### config.mk
export PLATFORM = sky130hd
export DESIGN_NAME = multicycle_ctrl
export DESIGN_NICKNAME = d
export VERILOG_FILES = /design/src/rtl/multicycle_ctrl_pkg.sv /design/src/rtl/alu_decoder.sv /design/src/rtl/multicycle_ctrl.sv
export SDC_FILE = /design/constraint.sdc
export NUM_CORES = 1
export LEC_CHECK = 0
export BUFFER_PORTS_ARGS = -buffer_cell sky130_fd_sc_hd__buf_2
export CAP_MARGIN = 5
export CORE_MARGIN = 2
export CORE_UTILIZATION = 40
export CTS_BUF_LIST = sky130_fd_sc_hd__clkbuf_8
export DETAILED_ROUTE_END_ITERATION = 8
export PLACE_DENSITY_LB_ADDON = 0.1
export SLEW_MARGIN = 15
export SYNTH_ARGS = -nofsm -noshare
export SYNTH_HDL_FRONTEND = slang
export SYNTH_SLANG_ARGS = --single-unit
### constraint.sdc
create_clock -name clk -period 4.33 [get_ports clk]
set_clock_uncertainty 0.1 [all_clocks]
set_input_delay 0.866 -clock clk [delete_from_list [all_inputs] [get_ports clk]]
set_output_delay 0.866 -clock clk [all_outputs]
set_load 0.01 [all_outputs]
### src/rtl/multicycle_ctrl_pkg.sv
// Shared definitions for the multicycle controller: FSM states, instruction
// field encodings, ALU operation codes and datapath mux select values.
package multicycle_ctrl_pkg;

  typedef enum logic [3:0] {
    StFetch,
    StDecode,
    StMemAdr,
    StMemRd,
    StMemWb,
    StMemWr,
    StExecute,
    StAluWb,
    StBranch,
    StAddiExec,
    StAddiWb,
    StJump
  } state_e;

  // Opcodes, instruction bits [31:26]
  localparam logic [5:0] OpLw    = 6'b100011;
  localparam logic [5:0] OpSw    = 6'b101011;
  localparam logic [5:0] OpRtype = 6'b000000;
  localparam logic [5:0] OpBeq   = 6'b000100;
  localparam logic [5:0] OpAddi  = 6'b001000;
  localparam logic [5:0] OpJ     = 6'b000010;

  // R-type funct codes, instruction bits [5:0]
  localparam logic [5:0] FunctAdd = 6'b100000;
  localparam logic [5:0] FunctSub = 6'b100010;
  localparam logic [5:0] FunctAnd = 6'b100100;
  localparam logic [5:0] FunctOr  = 6'b100101;
  localparam logic [5:0] FunctSlt = 6'b101010;

  // ALU operation codes
  localparam logic [2:0] AluAnd = 3'b000;
  localparam logic [2:0] AluOr  = 3'b001;
  localparam logic [2:0] AluAdd = 3'b010;
  localparam logic [2:0] AluSub = 3'b110;
  localparam logic [2:0] AluSlt = 3'b111;

  // ALU operand B select
  localparam logic [1:0] SrcBRegB  = 2'b00;
  localparam logic [1:0] SrcBFour  = 2'b01;
  localparam logic [1:0] SrcBImm   = 2'b10;
  localparam logic [1:0] SrcBImmSh = 2'b11;

  // Next-PC select
  localparam logic [1:0] PcSrcAlu    = 2'b00;
  localparam logic [1:0] PcSrcAluOut = 2'b01;
  localparam logic [1:0] PcSrcJump   = 2'b10;

  // True for opcodes that go through the shared address-calculation state.
  function automatic logic is_mem_op(input logic [5:0] op);
    return (op == OpLw) || (op == OpSw);
  endfunction

endpackage

### src/rtl/alu_decoder.sv
// Maps an R-type funct field to an ALU operation code and flags whether the
// funct is one the datapath supports.
module alu_decoder
  import multicycle_ctrl_pkg::*;
(
  input  logic [5:0] funct,
  output logic [2:0] alu_ctrl_sig,
  output logic       funct_valid
);

  // Pure lookup; unsupported functs fall back to add and are flagged invalid.
  always_comb begin
    alu_ctrl_sig = AluAdd;
    funct_valid  = 1'b1;
    unique case (funct)
      FunctAdd: alu_ctrl_sig = AluAdd;
      FunctSub: alu_ctrl_sig = AluSub;
      FunctAnd: alu_ctrl_sig = AluAnd;
      FunctOr:  alu_ctrl_sig = AluOr;
      FunctSlt: alu_ctrl_sig = AluSlt;
      default:  funct_valid  = 1'b0;
    endcase
  end

endmodule

### src/rtl/multicycle_ctrl.sv
// Moore-style control FSM for a multicycle MIPS-like datapath with a unified,
// variable-latency memory. Each legal instruction ends with a one-cycle retire
// pulse; undecodable instructions produce a one-cycle illegal pulse in DECODE.
module multicycle_ctrl
  import multicycle_ctrl_pkg::*;
(
  input  logic       clk,
  input  logic       reset,
  input  logic [5:0] op,
  input  logic [5:0] funct,
  input  logic       zero,
  input  logic       mem_ready,
  output logic       mem_req,
  output logic       mem_write,
  output logic       iord,
  output logic       ir_write,
  output logic       pc_en,
  output logic       reg_write,
  output logic       reg_dst,
  output logic       mem_to_reg,
  output logic       alu_src_a,
  output logic [1:0] alu_src_b,
  output logic [1:0] pc_src,
  output logic [2:0] alu_ctrl_sig,
  output logic       illegal,
  output logic       retire
);

  state_e     state_q, state_d;
  // Remembers lw vs sw from DECODE so MEMADR need not look at the opcode.
  logic       is_store_q, is_store_d;
  logic [2:0] funct_alu;
  logic       funct_valid;

  alu_decoder u_alu_decoder (
    .funct        (funct),
    .alu_ctrl_sig (funct_alu),
    .funct_valid  (funct_valid)
  );

  // State register; reset aborts any in-flight instruction and restarts at FETCH.
  always_ff @(posedge clk or posedge reset) begin
    if (reset) begin
      state_q    <= StFetch;
      is_store_q <= 1'b0;
    end else begin
      state_q    <= state_d;
      is_store_q <= is_store_d;
    end
  end

  // Next-state and per-state outputs; strobes are forced low while in reset.
  always_comb begin
    state_d      = state_q;
    is_store_d   = is_store_q;
    mem_req      = 1'b0;
    mem_write    = 1'b0;
    iord         = 1'b0;
    ir_write     = 1'b0;
    pc_en        = 1'b0;
    reg_write    = 1'b0;
    reg_dst      = 1'b0;
    mem_to_reg   = 1'b0;
    alu_src_a    = 1'b0;
    alu_src_b    = SrcBRegB;
    pc_src       = PcSrcAlu;
    alu_ctrl_sig = AluAdd;
    illegal      = 1'b0;
    retire       = 1'b0;

    unique case (state_q)
      StFetch: begin
        // PC+4 is computed every fetch cycle but only committed with the IR.
        mem_req      = 1'b1;
        alu_src_b    = SrcBFour;
        alu_ctrl_sig = AluAdd;
        ir_write     = mem_ready;
        pc_en        = mem_ready;
        if (mem_ready) begin
          state_d = StDecode;
        end
      end

      StDecode: begin
        // Speculative branch target PC + (imm << 2) lands in ALU-out.
        alu_src_b    = SrcBImmSh;
        alu_ctrl_sig = AluAdd;
        is_store_d   = (op == OpSw);
        if (is_mem_op(op)) begin
          state_d = StMemAdr;
        end else begin
          unique case (op)
            OpRtype: begin
              if (funct_valid) begin
                state_d = StExecute;
              end else begin
                illegal = 1'b1;
                state_d = StFetch;
              end
            end
            OpBeq:   state_d = StBranch;
            OpAddi:  state_d = StAddiExec;
            OpJ:     state_d = StJump;
            default: begin
              illegal = 1'b1;
              state_d = StFetch;
            end
          endcase
        end
      end

      StMemAdr: begin
        alu_src_a    = 1'b1;
        alu_src_b    = SrcBImm;
        alu_ctrl_sig = AluAdd;
        state_d      = is_store_q ? StMemWr : StMemRd;
      end

      StMemRd: begin
        mem_req = 1'b1;
        iord    = 1'b1;
        if (mem_ready) begin
          state_d = StMemWb;
        end
      end

      StMemWb: begin
        reg_write  = 1'b1;
        mem_to_reg = 1'b1;
        retire     = 1'b1;
        state_d    = StFetch;
      end

      StMemWr: begin
        mem_req   = 1'b1;
        mem_write = 1'b1;
        iord      = 1'b1;
        retire    = mem_ready;
        if (mem_ready) begin
          state_d = StFetch;
        end
      end

      StExecute: begin
        alu_src_a    = 1'b1;
        alu_src_b    = SrcBRegB;
        alu_ctrl_sig = funct_alu;
        state_d      = StAluWb;
      end

      StAluWb: begin
        reg_write = 1'b1;
        reg_dst   = 1'b1;
        retire    = 1'b1;
        state_d   = StFetch;
      end

      StBranch: begin
        // Compare rs - rt; take the target saved in ALU-out when equal.
        alu_src_a    = 1'b1;
        alu_src_b    = SrcBRegB;
        alu_ctrl_sig = AluSub;
        pc_src       = PcSrcAluOut;
        pc_en        = zero;
        retire       = 1'b1;
        state_d      = StFetch;
      end

      StAddiExec: begin
        alu_src_a    = 1'b1;
        alu_src_b    = SrcBImm;
        alu_ctrl_sig = AluAdd;
        state_d      = StAddiWb;
      end

      StAddiWb: begin
        reg_write = 1'b1;
        retire    = 1'b1;
        state_d   = StFetch;
      end

      StJump: begin
        pc_src  = PcSrcJump;
        pc_en   = 1'b1;
        retire  = 1'b1;
        state_d = StFetch;
      end

      default: state_d = StFetch;
    endcase

    // State already reads FETCH during reset; keep its memory request quiet.
    if (reset) begin
      mem_req   = 1'b0;
      mem_write = 1'b0;
      ir_write  = 1'b0;
      pc_en     = 1'b0;
      reg_write = 1'b0;
      illegal   = 1'b0;
      retire    = 1'b0;
    end
  end

endmodule

==> Yosys cells after proc, flatten, opt, wreduce, memory -nomap -nowiden <==
Cells that the tools add are included.
{ "op_classes": {"n_reduce_logical": 12, "n_bitwise": 0, "mul": 0, "order_cmp": 0, "n_eq_ne": 24, "n_mux": 34, "n_shift": 0, "add_sub_neg": 0, "n_div": 0} }
{ "op_table": {"columns": ["op", "count"], "rows": [
  ["6-bit equality test (second input constant)", 7],
  ["4-bit one-hot mux with 7 select lines", 1],
  ["1-bit 2-to-1 mux", 19],
  ["4-bit by 3-bit equality test with 1-bit output (second input constant)", 4],
  ["4-bit equality test (second input constant)", 4],
  ["4-bit 2-to-1 mux", 4],
  ["4-bit one-hot mux with 4 select lines", 1],
  ["3-bit one-hot mux with 4 select lines", 1],
  ["5-bit OR reduction", 2],
  ["3-bit OR reduction", 3],
  ["4-bit by 2-bit equality test with 1-bit output (second input constant)", 2],
  ["6-bit by 2-bit equality test with 1-bit output (second input constant)", 1],
  ["6-bit by 3-bit equality test with 1-bit output (second input constant)", 1],
  ["6-bit by 4-bit equality test with 1-bit output (second input constant)", 1],
  ["6-bit zero test", 1],
  ["3-bit 2-to-1 mux", 2],
  ["2-bit inequality test (second input constant)", 3],
  ["2-bit one-hot mux with 3 select lines", 1],
  ["3-bit one-hot mux with 2 select lines", 1],
  ["4-bit by 1-bit equality test with 1-bit output (second input constant)", 1],
  ["4-bit zero test", 1],
  ["1-bit one-hot mux with 2 select lines", 2],
  ["2-bit one-hot mux with 2 select lines", 1],
  ["2-bit OR reduction", 2],
  ["other kinds (4)", 4]
]} }
{ "totals": {"ff_bits": 5, "ramBits": 0, "romBits": 0, "word_cells": 72, "latch_bits": 0, "mem_count": 0} }

==> Logic depth before layout (Yosys ltp) <==
Gate-level depths: netlist (run 1).
{ "depth": {"depth_word": 8, "depth_mapped": 5, "depth_no_buf": 4} }

==> Modules after synthesis <==
From an unflattened synthesis (run 1), not the netlist that was laid out.
{ "hier_totals": {"hier_cells": 98, "hier_area_um2": 750.7} }
{ "by_module_without_submodules": {"columns": ["mod", "cells_per_inst", "area_each_um2", "instances"], "rows": [
  ["multicycle_ctrl", 89, 664.4, 1],
  ["alu_decoder", 9, 86.3, 1]
]} }

==> Least setup slack after synthesis (run 1) <==
OpenSTA, ideal clock, no wires.
{ "synth_timing": {"kind": "input to output", "start": "in op[5]", "end": "out illegal", "stages": 4, "required_ps": 3364, "arrival_ps": 1540, "setup_slack_ps": 1824, "path_cell_list": "and2_1 > nand3_1 > nand2_2 > nor4_2"} }
{ "synth_via": {"elab_chain_len": 6, "elab_cells_between_ends": 12, "cone_classes": "5 x eq/ne; 4 x mux; 3 x reduce/logical"} }
{ "synth_lines": {"columns": ["element", "line_no", "source"], "rows": [
  ["start, declared", "multicycle_ctrl.sv:9", "input logic [5:0] op,"],
  ["6-bit by 2-bit equality test with 1-bit output (tied with other cells)", "multicycle_ctrl.sv:92", "unique case (op)"],
  ["3-bit OR reduction (no line)", null, null],
  ["1-bit one-hot mux with 2 select lines", "multicycle_ctrl.sv:92", null],
  ["1-bit 2-to-1 mux *", "multicycle_ctrl.sv:89", "if (is_mem_op(op)) begin"],
  ["1-bit 2-to-1 mux *", "multicycle_ctrl.sv:71", "unique case (state_q)"],
  ["1-bit 2-to-1 mux *", "multicycle_ctrl.sv:193", "if (reset) begin"],
  ["end, declared", "multicycle_ctrl.sv:25", "output logic illegal,"]
]} }
Mark *: on every way between the ends. The rest lies on a longest branch, timed or not.

==> Worst setup path in the final report (run 1) <==
{ "layout_timing": {"start": "reg state_q[1]", "end": "out alu_src_b[1]"} }
{ "layout_via": {"elab_chain_len": 3, "elab_cells_between_ends": 6, "cone_classes": "3 x eq/ne; 1 x mux; 2 x reduce/logical"} }
{ "layout_lines": {"columns": ["element", "line_no", "source"], "rows": [
  ["start, declared", "multicycle_ctrl.sv:29", "state_e state_q, state_d;"],
  ["start signal, assigned", "multicycle_ctrl.sv:44", "state_q <= StFetch;"],
  ["start signal, assigned", "multicycle_ctrl.sv:47", "state_q <= state_d;"],
  ["4-bit equality test / 4-bit by 2-bit equality test with 1-bit output (equally long branches)", "multicycle_ctrl.sv:71", null],
  ["2-bit OR reduction (no line)", null, null],
  ["2-bit one-hot mux with 3 select lines *", "multicycle_ctrl.sv:71", null],
  ["end, declared", "multicycle_ctrl.sv:22", "output logic [1:0] alu_src_b,"]
]} }
Marks and branches as above.

==> results.sh, run 1 <==
export IMPL_outcome="completed"
export IMPL_power_report_internal_total_mw=0.2382
export IMPL_die_area_mm2=0.002157
export IMPL_synth_largest_area_cell="dfrtp_1"
export IMPL_grt_setup_unrepaired="no"
export IMPL_syn2layout_area_growth_pct=27.26
export IMPL_yosys_area_top_type_share_pct=17.36
export IMPL_dpl_hpwl_mm=1.501
export IMPL_timing_final_crit_share_pct=68.22
export IMPL_max_fo_critical_path=15
export IMPL_clock_input_transition_at_the_sequential_cells_of_the_worst_setup_and_hold_paths_ns=0.04
export IMPL_p_seq_share_pct=24.2
export IMPL_setup_worst_path_end_class="output port"
export IMPL_share_of_cells_above_drive_strength_1_pct=40.16
export IMPL_finalCoreUtilization_pct=53.70
export IMPL_grt_first_pass_wirelength_mm=3.049
export IMPL_route_detailed_vias_per_inst=5.368
export IMPL_switching_fraction_pct=47.86
export IMPL_cts_max_path_buffers=2
export IMPL_gp_congestion=0.8033
export IMPL_synth_lib_cells_used_distinct=40
export IMPL_multiInputGateArea_um2=526.8
export IMPL_fp_row_count=15
export IMPL_start_util_pct=42.20
export IMPL_yosys_area_share_xor_xnor_pct=2.431
export IMPL_worst_slew_margin_rel_pct=57.41
export IMPL_final_max_slew_violation_count=0
export IMPL_async_flop_share_pct=100.0
export IMPL_hold_path_class="register to register"
export IMPL_clkPwrFrac_pct=18.9
export IMPL_grt_overflow_total=0
export IMPL_ys_top_cells_by_area="dfrtp_1 (17%), nor3_1 (8.3%), nor2_1 (6.3%)"
export IMPL_post_synth_fa_ha_maj_area_fraction_pct=0
export IMPL_synth_edf_count=0
export IMPL_worst_r2r_path_depth=3
export IMPL_tritoncts="done"
export IMPL_fin_hold_ws_ns=0.4768
export IMPL_dominantRegCellSynth="dfrtp_1"
export IMPL_tightestPinTransition_ns=0.6375
export IMPL_hold_depth=2
export IMPL_antenna_diode_count=0
export IMPL_total_global_route_track_usage_pct=20.06
export IMPL_maximum_number_of_pins_on_one_net_before_global_route_repair=16
export IMPL_dp_worst_setup_slack_ns=1.534
export IMPL_post_dp_cell_area_um2=870.8
export IMPL_antenna_found_initial=0
export IMPL_maxCapViolCount=0
export IMPL_power_density_mw_per_mm2=498.1
export IMPL_worst_setup_path_type="register to output port"
export IMPL_seq_area_frac_synth_pct=17.36
export IMPL_vias_in_the_first_global_route=704
export IMPL_crit_buf_inv=1
export IMPL_postLayoutSetupSlackWorst_ns=1.376
export IMPL_maximum_vdd_drop_mv=0.2545
export IMPL_synthesized_net_count=111
export IMPL_cts_hold_repair_buffers=0
export IMPL_cts_inserted_buffers=3
export IMPL_synthCells=95
export IMPL_critical_path_slowest_cell="dfrtp_1"
export IMPL_cellLeakagePower_nw=0.4515
export IMPL_post_synth_cell_area_avg_um2=7.586
export IMPL_synth_seq_cells=5
export IMPL_finalCriticalPeriod_ns=2.954
export IMPL_crit_chain="nor2b_1 -> nand2b_1 -> a21oi_1 -> buf_2"
export IMPL_critical_path_depth=4
export IMPL_setup_viol_count_final=0
export IMPL_route_vias_total=816
export IMPL_fmaxAchievable_ghz=0.3385
export IMPL_layout_area_seq_um2=125.1
export IMPL_cts_repair_resize_count=0
export IMPL_cts_max_level=1
export IMPL_critical_path_top_delay_family="simple AND/OR/NAND/NOR gates"
export IMPL_post_synth_mux_area_share_pct=2.778
export IMPL_clock_insertion_delay_worst_skew_ns=0.22
export IMPL_combinational_family_with_the_most_area_after_synthesis="simple AND/OR/NAND/NOR gates"
export IMPL_power_switching_mw=0.2186
export IMPL_die_width_um=46.45
export IMPL_buffer_ports_inserted=33
export IMPL_timing_critical_path_arrival_ns=1.99
export IMPL_synth_compound_gate_area_share_pct=18.92
export IMPL_critical_path_startpoint_type="register"
export IMPL_detailedRoute_firstPassIterationCount=4
export IMPL_die_height_um=46.45
export IMPL_synthSimpleGateAreaFrac_pct=48.96
export IMPL_setup_tns_final_ns=0
export IMPL_cts_post_setup_buffers_inserted=0
export IMPL_fill_count=170
export IMPL_io_pins=34
export IMPL_nNetsFinal=144
export IMPL_ys_warnings_count=0
export IMPL_cts_sinks=5
export IMPL_synthTopCellsByCount="nor2_1 (12), nor3_1 (12), a21oi_1 (6)"
export IMPL_cts_root_buf="clkbuf_8"
export IMPL_wl_per_cell_um=12.68
export IMPL_detail_route_antenna_nets=0
export IMPL_core_area_mm2=0.001708
export IMPL_power_combinational_fraction_pct=56.9
export IMPL_detail_route_wirelength_mm=1.927
export IMPL_finalInstanceArea_um2=917.1
export IMPL_drt_iter0_markers=8
export IMPL_drc_violations=0
export IMPL_netlist_area_um2=720.7
export IMPL_worst_ep_required_time_ns=3.36
export IMPL_hold_viol=0
export IMPL_cp_slowest_stage_delay_ns=0.65
## power by group through the flow
| stage | clock (mW) | combinational, mW | sequential, mW |
|---|---|---|---|
| final | 0.0862 | 0.260 | 0.111 |
| after global routing | 0.0928 | 0.288 | 0.116 |
| after CTS | 0.0871 | 0.261 | 0.110 |
| after detailed placement | 0 | 0.260 | 0.111 |
| after global placement | 0 | 0.257 | 0.109 |
| after floorplan | 0 | 0.238 | 0.0783 |
## registers in the layout (all words and copies together) (netlist names)
register,count
is_store_q,1
state_q,4
## logic make-up after synthesis
logic type                after synthesis
and+or+nand+nor                        55
AOI/OAI and AO/OA                      20
buffers and inverters                  11
DFF                                     5
xor gates and xnor gates                2
muxes                                   2
## cell usage in the layout (no fill, tap or decap), types with 2 or more instances in the layout
cell type,Yosys,final
mux2i_1,2,2
nand2_1,5,5
nor4_2,3,3
nor2_1,12,12
nor3b_1,4,4
o211a_1,2,2
nor3b_2,2,2
nand2b_1,3,3
o21ai_0,2,2
nor3_1,12,12
dfrtp_1,5,5
nand3_1,3,3
inv_1,5,5
a21oi_1,6,6
o22ai_1,2,2
clkbuf_8,0,3
buf_2,1,33
## per-layer routing
layer  up-vias  routed length, µm  global-route usage, %
met5         -                  0                      0
met4         0                 19                  8.571
met3         2                 88                  3.922
met2        20                957                  33.33
met1       385                861                  24.88
li1        409                  -                      -
## final timing paths
check	start	end	slack (ns)
max in group asynchronous	reset	state_q[2]	3.36
worst min register to register	is_store_q	is_store_q	0.48
worst min-delay path	is_store_q	is_store_q	0.48
worst max register to register	state_q[1]	state_q[1]	2.47
worst max-delay path	state_q[1]	alu_src_b[1]	1.38
min in group asynchronous	reset	is_store_q	0.55
## tightest hold or removal path, stage by stage (launching register included)
cell,delay (ns)
dfrtp_1,0.31
inv_1,0.06
o22ai_1,0.15
## final cells by class
type | instances | share of cell area, %
Sequential cell | 5 | 13.64
Timing Repair Buffer | 33 | 18.01
Tap cell | 25 | 3.411
Clock inverter | 1 | 0.5457
Multi-Input combinational cell | 79 | 57.44
Inverter | 6 | 2.456
Clock buffer | 3 | 4.502
## per-stage QoR
step,std cells,power (mW)
5_1_grt,152,0.4962
4_1_cts,152,0.4583
2_1_floorplan,95,0.3159
3_5_place_dp,148,0.3710
6_report,152,0.4568
3_3_place_gp,148,0.3665
No activity file was read; power rests on OpenSTA's default activity.
==> inputs of run 2 (changes only) <==
==> constraint.sdc (replaced) <==
create_clock -name clk -period 3.01 [get_ports clk]
set_clock_uncertainty 0.1 [all_clocks]
set_input_delay 0.602 -clock clk [delete_from_list [all_inputs] [get_ports clk]]
set_output_delay 0.602 -clock clk [all_outputs]
set_load 0.01 [all_outputs]
==> run 2 against run 1 <==
Against the previous run: global-route usage decreased by 0.67 points; setup slack lost 0.91 ns; largest power group unchanged; non-clock buffer count is 1 higher; via count is 0.74% higher; highest routed layer unchanged; final cell count up 0.66%.
==> results.sh, run 2 (synthesized netlist as in run 1, its figures left out) <==
export IMPL_antenna_diode_count=0
export IMPL_dpl_hpwl_mm=1.463
export IMPL_wl_per_cell_um=12.27
export IMPL_io_pins=34
export IMPL_max_fo_critical_path=13
export IMPL_vias_in_the_first_global_route=681
export IMPL_timing_critical_path_arrival_ns=1.84
export IMPL_tightestPinTransition_ns=0.6481
export IMPL_worst_setup_path_type="register to output port"
export IMPL_start_util_pct=42.20
export IMPL_reg2reg_to="state_q[2]"
export IMPL_timing_final_crit_share_pct=84.56
export IMPL_critical_path_startpoint_type="register"
export IMPL_grt_setup_unrepaired="no"
export IMPL_die_area_mm2=0.002157
export IMPL_drt_iter0_markers=13
export IMPL_leading_cell_types_in_the_layout_fill_and_taps_excluded="buf_2 (33), nor2_1 (12), nor3_1 (12)"
export IMPL_detail_route_antenna_nets=0
export IMPL_die_height_um=46.45
export IMPL_share_of_cells_above_drive_strength_1_pct=40.63
export IMPL_worst_ep_required_time_ns=2.31
export IMPL_clock_input_transition_at_the_sequential_cells_of_the_worst_setup_and_hold_paths_ns=0.04
export IMPL_setup_worst_path_end_class="output port"
export IMPL_setup_tns_final_ns=0
export IMPL_cts_root_buf="clkbuf_8"
export IMPL_total_global_route_track_usage_pct=19.39
export IMPL_cts_max_path_buffers=2
export IMPL_timing_rr_start="state_q[0]"
export IMPL_maximum_vdd_drop_mv=0.3363
export IMPL_finalCriticalPeriod_ns=2.545
export IMPL_worst_slew_margin_rel_pct=56.71
export IMPL_leading_registers_by_flop_count="state_q: 4 flops, is_store_q: 1 flops"
export IMPL_power_density_mw_per_mm2=719.0
export IMPL_layout_commonest_cell="buf_2"
export IMPL_detailedRoute_firstPassIterationCount=4
export IMPL_maxCapViolCount=0
export IMPL_r2r_setup_slack_ns=1.32
export IMPL_cts_repair_resize_count=0
export IMPL_total_power_mw=0.6648
export IMPL_worst_r2r_path_depth=4
export IMPL_buffer_ports_inserted=33
export IMPL_cts_sinks=5
export IMPL_nNetsFinal=145
export IMPL_hold_path_class="input port to asynchronous set/reset pin"
export IMPL_die_width_um=46.45
export IMPL_crit_chain="nor2b_1 -> nand2b_1 -> a21oi_1 -> buf_2"
export IMPL_gp_congestion=0.7674
export IMPL_clock_insertion_delay_worst_skew_ns=0.22
export IMPL_cts_max_level=1
export IMPL_detail_route_wirelength_mm=1.877
export IMPL_grt_overflow_total=0
export IMPL_cts_hold_repair_buffers=0
export IMPL_cellLeakagePower_nw=0.4568
export IMPL_outcome="completed"
export IMPL_tritoncts="done"
export IMPL_cts_inserted_buffers=3
export IMPL_route_detailed_vias_per_inst=5.373
export IMPL_critical_path_slowest_cell="nor2b_1"
export IMPL_crit_buf_inv=1
export IMPL_core_area_mm2=0.001708
export IMPL_largest_register="state_q"
export IMPL_final_max_slew_violation_count=0
export IMPL_grt_first_pass_wirelength_mm=2.980
export IMPL_route_vias_total=822
export IMPL_drc_violations=0
export IMPL_cp_slowest_stage_delay_ns=0.58
export IMPL_setup_viol_count_final=0
export IMPL_maximum_number_of_pins_on_one_net_before_global_route_repair=16
export IMPL_fp_row_count=15
export IMPL_largest_register_ffs=4
export IMPL_critical_path_top_delay_family="simple AND/OR/NAND/NOR gates"
export IMPL_cts_post_setup_buffers_inserted=0
export IMPL_fmaxAchievable_ghz=0.3929
export IMPL_antenna_found_initial=0
export IMPL_hold_viol=0
export IMPL_syn2layout_area_growth_pct=28.30
[run 2: where the power goes]
| group | internal, mW | switching, mW | total, mW |
|---|---|---|---|
| registers | 0.0855 | 0.0456 | 0.131 |
| clock network | 0.0892 | 0.0363 | 0.125 |
| logic | 0.177 | 0.231 | 0.408 |
| total | 0.352 | 0.313 | 0.665 |
[run 2: through the flow]
step / hold slack, ns / area [µm²] / std cells / worst slack [ns] / utilization (%)
2_1_floorplan: 0.2970 / 720.7 / 95 / 1.032 / -
3_3_place_gp: 0.4728 / 878.3 / 149 / 0.7757 / 51.43
3_5_place_dp: 0.4779 / 878.3 / 149 / 0.7022 / 51.43
4_1_cts: 0.2756 / 924.6 / 153 / 0.4702 / 54.14
5_1_grt: 0.3026 / 924.6 / 153 / 0.3035 / 54.14
6_report: 0.2750 / 924.6 / 153 / 0.4648 / 54.14
[run 2: routing by layer]
layer  routed length [µm]  vias to the layer above  track usage, %  part of all wire (%)
met5                    0                        -               0                     0
met2                  938                       28           32.78                    50
met3                   90                        2           3.529                   4.8
li1                     -                      411               -                     -
met4                   16                        0           6.857                  0.85
met1                  832                      381           24.35                    44
[run 2: cell type report]
cell class                 count  area, µm²
multi-input combinational     79      526.8
inverter                       6      22.52
clock inverter                 1      5.005
timing repair buffer          34      172.7
clock buffer                   3      41.29
fill                         174      783.3
tap                           25      31.28
sequential                     5      125.1
[run 2: worst max path at each step]
| stage | start | to | slack, ns | cells after the start |
|---|---|---|---|---|
| detailed placement | state_q[0] | alu_src_b[1] | 0.70 | 4 |
| finish | state_q[0] | alu_src_b[1] | 0.46 | 4 |
| global route | state_q[0] | alu_src_b[1] | 0.30 | 4 |
| global placement | state_q[0] | alu_src_b[1] | 0.78 | 4 |
| CTS | state_q[0] | alu_src_b[1] | 0.47 | 4 |
| floorplan | op[5] | illegal | 1.03 | 4 |
==> inputs of run 3 (changes only) <==
--- a/config.mk
+++ b/config.mk
@@ -5,6 +5,7 @@
 export SDC_FILE = /design/constraint.sdc
 export NUM_CORES = 1
 export LEC_CHECK = 0
+export ABC_AREA = 1
 export BUFFER_PORTS_ARGS = -buffer_cell sky130_fd_sc_hd__buf_2
 export CAP_MARGIN = 5
 export CORE_MARGIN = 2
==> constraint.sdc (replaced) <==
create_clock -name clk -period 2.5 [get_ports clk]
set_clock_uncertainty 0.1 [all_clocks]
set_input_delay 0.5 -clock clk [delete_from_list [all_inputs] [get_ports clk]]
set_output_delay 0.5 -clock clk [all_outputs]
set_load 0.01 [all_outputs]
==> run 3 against run 2 <==
Against the previous run: synthesized cell count grew 37%; final cell count is 20% higher; wire length down 14%; utilization increased by 0.82 points; critical path depth up 4; via count is 2.7% higher; hold slack worse by 0.12 ns; flip-flop and latch count unchanged; die area shrank 3.0%; highest routed layer unchanged; sequential power increased by 8%; largest cell class unchanged.
==> results.sh, run 3 <==
export IMPL_max_fo_critical_path=7
export IMPL_maximum_number_of_pins_on_one_net_before_global_route_repair=10
export IMPL_detail_route_wirelength_mm=1.605
export IMPL_synthesized_net_count=146
export IMPL_dp_cells=180
export IMPL_buffer_ports_inserted=33
export IMPL_route_detailed_vias_per_inst=4.587
export IMPL_synthMostInstantiatedCell="nand2_1"
export IMPL_post_synth_cell_area_avg_um2=5.361
export IMPL_synthTopCellsByCount="nand2_1 (33), nor2_1 (24), inv_1 (19)"
export IMPL_antenna_found_initial=0
export IMPL_clock_input_transition_at_the_sequential_cells_of_the_worst_setup_and_hold_paths_ns=0.03
export IMPL_stdcell_count=184
export IMPL_yosys_area_top_type_share_pct=17.95
export IMPL_synth_lib_cells_used_distinct=22
export IMPL_timing_critical_path_arrival_ns=1.48
export IMPL_critical_path_slowest_cell="dfrtp_1"
export IMPL_start_util_pct=41.26
export IMPL_final_max_slew_violation_count=0
export IMPL_grt_setup_unrepaired="no"
export IMPL_fill_count=171
export IMPL_share_of_cells_above_drive_strength_1_pct=35.93
export IMPL_wl_per_cell_um=8.723
export IMPL_worst_slew_margin_rel_pct=79.26
export IMPL_cts_inserted_buffers=3
export IMPL_seq_area_frac_synth_pct=17.95
export IMPL_power_density_mw_per_mm2=822.4
export IMPL_synth_edf_count=0
export IMPL_cts_max_level=1
export IMPL_grt_first_pass_wirelength_mm=2.573
export IMPL_dpl_hpwl_mm=1.391
export IMPL_fp_row_count=15
export IMPL_die_area_mm2=0.002092
export IMPL_worst_ep_required_time_ns=1.90
export IMPL_leading_cell_types_in_the_layout_fill_and_taps_excluded="nand2_1 (33), buf_2 (33), nor2_1 (24)"
export IMPL_finalCriticalPeriod_ns=2.081
export IMPL_synth_largest_area_cell="dfrtp_1"
export IMPL_worst_setup_path_type="register to output port"
export IMPL_fmaxAchievable_ghz=0.4806
export IMPL_crit_chain="nor2_4 -> inv_2 -> nor2_4 -> nand2_2 -> clkinv_2 -> nand3_1 -> nor2_1 -> buf_2"
export IMPL_path_common_cell="nor2_4"
export IMPL_post_synth_mux_area_share_pct=0
export IMPL_cts_repair_resize_count=0
export IMPL_route_top_layer_used="met4"
export IMPL_setup_viol_count_final=0
export IMPL_nNetsFinal=184
export IMPL_async_flop_share_pct=100.0
export IMPL_met1_length_um=868
export IMPL_ys_top_cells_by_area="dfrtp_1 (18%), nand2_1 (18%), nor2_1 (13%)"
export IMPL_dominantRegCellSynth="dfrtp_1"
export IMPL_gp_congestion=0.8322
export IMPL_core_area_mm2=0.001689
export IMPL_tightestPinTransition_ns=0.3108
export IMPL_setup_worst_path_end_class="output port"
export IMPL_combinational_family_with_the_most_area_after_synthesis="simple AND/OR/NAND/NOR gates"
export IMPL_cts_max_path_buffers=2
export IMPL_yosys_area_share_xor_xnor_pct=0
export IMPL_cts_root_buf="clkbuf_8"
export IMPL_detail_route_antenna_nets=0
export IMPL_io_pins=34
export IMPL_antenna_diode_count=0
export IMPL_vias_in_the_first_global_route=693
export IMPL_clock_insertion_delay_worst_skew_ns=0.22
export IMPL_post_synth_fa_ha_maj_area_fraction_pct=0
export IMPL_netlist_area_um2=696.9
export IMPL_critical_path_startpoint_type="register"
export IMPL_drt_iter0_markers=10
export IMPL_cts_hold_repair_buffers=0
export IMPL_ys_warnings_count=0
export IMPL_leading_registers_by_flop_count="state_q: 4 flops, is_store_q: 1 flops"
export IMPL_drc_violations=0
export IMPL_route_vias_total=844
export IMPL_setup_tns_final_ns=0
export IMPL_total_global_route_track_usage_pct=16.45
export IMPL_maxCapViolCount=0
export IMPL_grt_overflow_total=0
export IMPL_cp_slowest_stage_delay_ns=0.43
export IMPL_largest_register="state_q"
export IMPL_die_width_um=45.74
export IMPL_synth_seq_cells=5
export IMPL_die_height_um=45.74
export IMPL_met2_wirelength_um=657
export IMPL_cts_sinks=5
export IMPL_hold_path_class="input port to asynchronous set/reset pin"
export IMPL_timing_final_crit_share_pct=83.22
export IMPL_maximum_vdd_drop_mv=0.6645
export IMPL_outcome="completed"
export IMPL_synth_compound_gate_area_share_pct=8.797
export IMPL_synthCells=130
export IMPL_largest_register_ffs=4
export IMPL_tritoncts="done"
export IMPL_route_met3_wl_um=60
export IMPL_synthSimpleGateAreaFrac_pct=56.91
export IMPL_hold_viol=0
export IMPL_cellLeakagePower_nw=0.6064
export IMPL_cts_post_setup_buffers_inserted=0
export IMPL_detailedRoute_firstPassIterationCount=4
export IMPL_syn2layout_area_growth_pct=33.21
[run 3: cell types whose count changed after synthesis, moves of 5 or more]
cell / change
inv_1: +14
inv_2: +9
nand2_1: +28
nand2_2: +5
nand3_1: +5
nor2_1: +12
nor3_1: -10
[run 3: power by group]
group | internal, mW | switching, mW | total [mW]
Combinational | 0.179 | 0.303 | 0.482
Sequential | 0.104 | 0.0362 | 0.141
Clock | 0.105 | 0.0355 | 0.140
[run 3: cell families after synthesis]
| group | Yosys count |
|---|---|
| AND/OR/NAND/NOR | 84 |
| buffers and inverters | 30 |
| AO/OA/AOI/OAI | 11 |
| flip-flops | 5 |
[run 3: cell type report]
type,instances,area [µm²],share of cell area [%]
Multi-Input combinational cell,95,457.9,49.33
Clock inverter,1,3.754,0.4043
Clock buffer,3,41.29,4.447
Tap cell,17,21.27,2.291
Inverter,30,113.9,12.26
Sequential cell,5,125.1,13.48
Timing Repair Buffer,33,165.2,17.79
[run 3: per-layer routing]
metal / vias up / global-route usage [%]
li1: 473 / -
met1: 348 / 22.14
met2: 21 / 27.89
met3: 2 / 1.190
met4: 0 / 5.143
met5: - / 0
[run 3: metrics by stage]
step           setup slack (ns)  power, mW  utilization [%]  instance area, µm²  hold slack [ns]
2_1_floorplan            0.7558     0.4906                -               696.9           0.2080
6_report                 0.4195     0.7635            54.96               928.4           0.1538
4_1_cts                  0.4062     0.7710            54.96               928.4           0.1543
3_3_place_gp             0.5611     0.6219            52.30               883.3           0.3844
5_1_grt                  0.3030     0.8441            54.96               928.4           0.1703
3_5_place_dp             0.5631     0.6244            52.30               883.3           0.3846
[run 3: final timing paths]
| check | from | endpoint | slack [ns] | depth (start not counted) |
|---|---|---|---|---|
| hold reg to reg | is_store_q | is_store_q | 0.51 | 2 |
| setup / recovery | state_q[2] | illegal | 0.42 | 8 |
| min in group clk | is_store_q | is_store_q | 0.51 | 2 |
| setup reg to reg | state_q[2] | state_q[0] | 1.15 | 9 |
| hold / removal | reset | state_q[0] | 0.15 | 2 |
| max in group asynchronous | reset | state_q[1] | 1.91 | 2 |
[run 3: worst max-delay path: cells and delay by family (launching register included)]
| family | cells | cell delay (ns) |
|---|---|---|
| simple gates | 5 | 0.57 |
| flops | 1 | 0.43 |
| buf+inv | 3 | 0.26 |
